File: config.mk
export PLATFORM = sky130hd
export DESIGN_NAME = binary_to_bcd_converter
export DESIGN_NICKNAME = d
export VERILOG_FILES = /design/src/rtl/binary_to_bcd_converter.sv
export SDC_FILE = /design/constraint.sdc
export NUM_CORES = 1
export LEC_CHECK = 0
export CAP_MARGIN = 10
export CORE_MARGIN = 5
export CORE_UTILIZATION = 55
export DETAILED_ROUTE_END_ITERATION = 8
export HOLD_SLACK_MARGIN = 0.12
export PLACE_DENSITY_LB_ADDON = 0.05
export SLEW_MARGIN = 25
export SYNTH_ARGS = -nofsm -noshare
export SYNTH_HDL_FRONTEND = slang
export SYNTH_SLANG_ARGS = --single-unit
File: constraint.sdc
create_clock -name clk -period 2 [get_ports clk]
set_input_delay 0.4 -clock clk [delete_from_list [all_inputs] [get_ports clk]]
set_output_delay 0.4 -clock clk [all_outputs]
set_load 0.05 [all_outputs]
File: src/rtl/binary_to_bcd_converter.sv
// Sequential 14-bit binary to 4-digit packed BCD converter (double-dabble, one bit per cycle).
// Inputs above 9999 saturate to 9999 and raise overflow; bcd_out changes only on completion.
module binary_to_bcd_converter (
  input  logic        clk,
  input  logic        rst,
  input  logic        start,
  input  logic [13:0] bin_in,
  output logic        busy,
  output logic        done,
  output logic [15:0] bcd_out,
  output logic        overflow
);

  typedef enum logic {IDLE, SHIFT} state_t;

  localparam logic [13:0] MAX_VAL   = 14'd9999;
  localparam logic [3:0]  LAST_ITER = 4'd13;

  state_t      state_q, state_d;
  logic [13:0] bin_q, bin_d;
  logic [15:0] scratch_q, scratch_d;
  logic [15:0] adj;
  logic [3:0]  cnt_q, cnt_d;
  logic        busy_q, busy_d;
  logic        done_q, done_d;
  logic        ovf_q, ovf_d;
  logic [15:0] bcd_q, bcd_d;

  always_comb begin
    adj = scratch_q;
    for (int unsigned i = 0; i < 4; i++) begin
      if (scratch_q[4*i +: 4] >= 4'd5) begin
        adj[4*i +: 4] = scratch_q[4*i +: 4] + 4'd3;
      end
    end
  end

  always_comb begin
    state_d   = state_q;
    bin_d     = bin_q;
    scratch_d = scratch_q;
    cnt_d     = cnt_q;
    busy_d    = busy_q;
    done_d    = 1'b0;
    ovf_d     = ovf_q;
    bcd_d     = bcd_q;
    case (state_q)
      IDLE: begin
        if (start) begin
          state_d   = SHIFT;
          bin_d     = (bin_in > MAX_VAL) ? MAX_VAL : bin_in;
          ovf_d     = (bin_in > MAX_VAL);
          cnt_d     = '0;
          scratch_d = '0;
          busy_d    = 1'b1;
        end
      end
      SHIFT: begin
        // Add-3 correction first, then shift the captured MSB into the BCD scratch.
        scratch_d = {adj[14:0], bin_q[13]};
        bin_d     = {bin_q[12:0], 1'b0};
        if (cnt_q == LAST_ITER) begin
          state_d = IDLE;
          busy_d  = 1'b0;
          done_d  = 1'b1;
          bcd_d   = {adj[14:0], bin_q[13]};
          cnt_d   = '0;
        end else begin
          cnt_d = cnt_q + 4'd1;
        end
      end
      default: state_d = IDLE;
    endcase
  end

  always_ff @(posedge clk or posedge rst) begin
    if (rst) begin
      state_q   <= IDLE;
      bin_q     <= '0;
      scratch_q <= '0;
      cnt_q     <= '0;
      busy_q    <= 1'b0;
      done_q    <= 1'b0;
      ovf_q     <= 1'b0;
      bcd_q     <= '0;
    end else begin
      state_q   <= state_d;
      bin_q     <= bin_d;
      scratch_q <= scratch_d;
      cnt_q     <= cnt_d;
      busy_q    <= busy_d;
      done_q    <= done_d;
      ovf_q     <= ovf_d;
      bcd_q     <= bcd_d;
    end
  end

  assign busy     = busy_q;
  assign done     = done_q;
  assign bcd_out  = bcd_q;
  assign overflow = ovf_q;

endmodule

# Word-level counts from Yosys, hierarchy flattened
# Cells that the tools add are included.
# classes
n_lt_le_gt_ge,5
eq_ne,3
n_reduce_logical,3
mux,20
n_bitwise,1
n_addsub,5
# ops
op,n
$pmux W16 S2,1
$mux W14,2
$pmux W14 S2,1
$mux W4,5
$ge A4 B3 Y1 const B,4
$mux W16,1
$gt A14 B14 Y1 const B,1
$add A4 B2 Y4 const B,3
$pmux W4 S2,1
$mux W1,6
$reduce_and A2 Y1,3
$add A4 B1 Y4 const B,1
$eq A4 B4 Y1 const B,1
$pmux W1 S2,2
$add A3 B2 Y3 const B,1
$mux W3,1
$ne A2 B1 Y1 const B,1
$ne A2 B2 Y1 const B,1
$not A1 Y1,1
# word_totals
regBits,54
inputBits,17
out_inout_bits,19

# Longest topological paths before layout
# Gate-level depths: netlist of run 1.
# depth
ltp_word,4
ltp_mapped,7
ltp_nobuf,6

# Least setup slack after synthesis of run 1
# OpenSTA, ideal clock, no wires.
# synth_path
path_type,register to register
from,register scratch_q[4]
to,"register bcd_q[6], in the netlist bcd_out[6]"
arrival_time_ns,1.445
path_buffers,0
path_stages_with_launch,7
setup_ns,0.083
slack_ns,0.472
cell_sequence,dfrtp_1 > inv_1 > ha_1 > nand2b_1 > a21oi_1 > mux2_2 > o21ai_0
# synth_between
elab_chain_len,2
elab_cells_between_ends,3
classes_between,add/sub: 1; order compare: 1; mux: 1
# synth_lines
element,line_no,rtl
from (decl),21,"logic [15:0] scratch_q, scratch_d;"
from (signal assigned),89,scratch_q <= scratch_d;
$add A4 B2 Y4 / $ge A4 B3 Y1 (equally long branches),"33, 32",
$mux W4 (*),32,if (scratch_q[4*i +: 4] >= 4'd5) begin
to (signal assigned),85,bcd_q <= '0;
to (signal assigned),94,bcd_q <= bcd_d;
to (decl),27,"logic [15:0] bcd_q, bcd_d;"
# Every way passes the cells marked *; elsewhere a longest branch is shown, timed or not.
# A chain may end at the register's enable or synchronous reset.

# Final worst setup path of run 1
# layout_path
from,"register busy_q, in the netlist busy"
to,output busy
# layout_rtl
element,line_no,rtl
from (decl),24,"logic busy_q, busy_d;"
from (signal assigned),91,busy_q <= busy_d;
to (decl),8,"output logic busy,"
# No word-level cell between the ends.

==> summary.md, run 1 <==
| Metric | Value |
|---|---|
| Critical Path AT | 1480 ps |
| Post-synthesis mux area share | 8.10% |
| Initial core utilization | 56.8% |
| Synth Area in Compound Gates | 14.2% |
| IO Pins | 36 |
| Die Width | 80.1 um |
| Hold-fix buffers, CTS | 0 |
| Max cap viols | 0 |
| Site Rows | 25 |
| Vias in the first global route | 1988 |
| Max incr delay on CP | 810 ps |
| Peak supply drop | 835 uV |
| Sequential share of the synthesized area | 50.0% |
| Max Freq | 531 MHz |
| Synth Warn # | 0 |
| Die span in y | 80.1 um |
| Worst-Skew Late Latency | 310 ps |
| First-pass GRT wire length | 8940 um |
| Slew @ Worst Pin | 511 ps |
| Crit path to | busy |
| Pwr Density | 1590 nW/um^2 |
| Worst EP required | 1600 ps |
| CP endpoint kind | primary output |
| Unique masters post-synth | 37 |
| Number of synthesized register bits | 54 |
| Share of cells above drive strength 1 | 9.93% |
| Reg-to-reg setup timing slack | 240 ps |
| Input/output buffers | 35 |
| Fin crit period | 1880 ps |
| Vias post-DR | 1987 |
| Max-slew violations | 0 |
| WP buf/inv | 1 |
| Crit-path cells | clkdlybuf4s50_1 |
| Initial antenna violation count | 0 |
| Syn Area/Cell | 10.3 sq um |
| Synth Area in Simple Gates | 17.3% |
| H-tree levels | 2 |
| Slowest stage cell, crit path | clkdlybuf4s50_1 |
| Status | finished clean |
| Post-cts resize count | 0 |
| GP Congestion | 0.801 |
| Sink Count | 54 |
| Final Skew | 7.61 ps |
| Die area | 6420 sq um |
| Fin nets | 328 |
| Leak | 1.50 nW |
| CTS tree | yes |
| Final setup violation count | 0 |
| Synth-to-Final Area Change | 20.6% |
| Maximum root-to-sink buffer count | 2 |
| Clock Tree Root | clkbuf_8 |
| Largest family of logic cells by synthesized area | simple AND/OR/NAND/NOR gates |
| Routed Antenna Nets | 0 |
| Wire length per cell | 13.5 um |
| HP Class | in2async |
| Adder-cell share of the synthesized area | 4.63% |
| Max_slew headroom | 65.9% |
| CTS Buf Count | 5 |
| Reg2reg end | bcd_out[10] |
| Reg2reg path depth | 5 |
| DRT Wirelength | 4980 um |
| Via density | 5.38 |
| Clock transition at the registers of the reported paths | 100 ps |
| Fillers | 378 |
| Multi-input gate area | 1230 sq um |
| Pre-antenna DRT Iters | 4 |
| Synth Cell Area | 2700 sq um |
| Diode count | 0 |
| Endpoints failing hold | 0 |
| Critical path peak fanout | 2 |
| GRT Resource Usage Total | 17.8% |
| Fin Setup TNS | 0 ps |
| Post-Syn Nets | 290 |
| Critical Path Source | busy |
| Crit Path Class | reg2out |
| Total stage count of the critical path | 1 |
| Postcts setup bufs | 0 |
| FF-to-FF Start | cnt_q[0] |
| CP delay by family, top | buffers and inverters |
| Core outline area | 4750 sq um |
| Xor and xnor area share after synthesis | 1.30% |
| Residual DRC count | 0 |
| CP Launch Type | register |
| RSZ-0062 raised after global routing | no |
| Initial DRC count | 135 |
| Total grt overflow | 0 |
| Hpwl dp | 3510 um |
| Overall Power | 0.00520 W |
| Largest net degree at the start of global routing | 55 |
| Period Utilization, post-route | 94.2% |
| Storage cell area | 1350 sq um |
| Mapped Cells | 263 |
-- cells in the mapped netlist, drive strengths merged --
| cell type | instances | area share [%] |
|---|---|---|
| dfrtp | 54 | 50 |
| o21ai | 32 | 5.9 |
| nand2 | 29 | 4.2 |
| nand2b | 15 | 3.5 |
| nor3b | 15 | 4.2 |
| mux2i | 14 | 5.2 |
| a21oi | 13 | 2.5 |
| inv | 11 | 1.5 |
| ha | 10 | 4.6 |
| nor2 | 9 | 1.2 |
| buf | 8 | 2.1 |
| mux2 | 7 | 2.9 |
| a21o | 5 | 1.4 |
| clkbuf | 5 | 0.69 |
| o21a | 5 | 1.4 |
| a221o | 4 | 1.5 |
| xnor2 | 4 | 1.3 |
| nand3b | 3 | 0.83 |
| nor2b | 3 | 0.69 |
| nor3 | 3 | 0.56 |
| nand3 | 2 | 0.37 |
| o31ai | 2 | 0.56 |
| a22o | 1 | 0.32 |
| a311oi | 1 | 0.32 |
| a31oi | 1 | 0.23 |
| and2 | 1 | 0.23 |
| and2b | 1 | 0.28 |
| and3 | 1 | 0.23 |
| and4 | 1 | 0.32 |
| clkinv | 1 | 0.14 |
| nand4 | 1 | 0.23 |
| or4 | 1 | 0.42 |
-- power by group --
group / internal, W / switching (W) / leakage [nW]
sequential: 0.00155 / 0.000360 / 0.686
clock: 0.000408 / 0.000343 / 0.0585
combinational: 0.00108 / 0.00144 / 0.756
total: 0.00305 / 0.00215 / 1.50
-- layer usage --
metal,global-route usage [%],vias up,part of all wire (%)
li1,-,986,-
met1,23.0,964,47
met2,29.8,29,48
met3,3.70,8,3.6
met4,5.74,0,1.5
met5,0,-,0
-- through the flow --
stage	cells	instance area (sq um)	setup WS, ps	utilization (%)	hold slack, ps
after global placement	361	3140	66.1	66.1	461
after CTS	369	3260	94.4	68.5	464
final	369	3260	117	68.5	445
after floorplan	263	2700	285	-	442
after global routing	369	3260	64.5	68.5	486
after detailed placement	361	3140	51.7	66.1	469
-- worst min-delay path by stage --
| stage | cells after the start | slack (ps) | startpoint | to |
|---|---|---|---|---|
| after floorplan | 2 | 440 | bin_q[7] | bin_q[8] |
| after global placement | 2 | 460 | bcd_out[15] | bcd_out[15] |
| after detailed placement | 2 | 470 | bcd_out[15] | bcd_out[15] |
| after CTS | 3 | 460 | rst | bcd_out[3] |
| after global routing | 3 | 490 | rst | bcd_out[3] |
| final | 3 | 450 | rst | bcd_out[0] |
-- placed cells by master (no fill, tap or decap), drive strengths merged --
master         instances
o21ai                 32
or4                    1
nand2b                15
a21o                   5
nor3b                 15
nand3                  2
bufinv                 1
xnor2                  4
and3                   1
a221o                  4
dfrtp                 54
buf                    9
a31oi                  1
nor2b                  3
clkbuf                 7
nor3                   3
clkdlybuf4s50         35
mux2i                 14
nand3b                 3
and4                   1
ha                    10
a21oi                 13
a311oi                 1
mux2                   7
o31ai                  2
clkinv                 1
and2                   1
nand2                 29
inv                   11
nand4                  1
a22o                   1
nor2                   9
and2b                  1
o21a                   5
-- flip-flops by register name, summed over array words and instances, names as in the netlist --
signal	count
bin_q	14
bcd_out	16
busy	1
done	1
scratch_q	16
cnt_q	4
overflow	1
state_q	1
-- kinds of logic (layout without fill, tap and decap cells) --
logic type               count (synthesis)  after routing
AND/OR/NAND/NOR                         85             85
AO/OA/AOI/OAI                           64             64
flip-flops                              54             54
buffers and inverters                   25             64
multiplexers                            21             21
adder cells (fa/ha/maj)                 10             10
XOR/XNOR                                 4              4
-- final cells by class --
cell class,count,area share [%]
Sequential cell,54,41.5
Multi-Input combinational cell,184,37.7
Timing Repair Buffer,44,13.2
Clock buffer,7,2.65
Tap cell,67,2.57
Inverter,12,1.38
Clock inverter,1,0.922
Note: power is estimated with default switching activity, not from simulation.
==> run 2: changes to the inputs <==
- TNS_END_PERCENT: unset -> 50
==> results of run 2 <==
No change in the layout: final DEF, timing and power equal those of run 1.
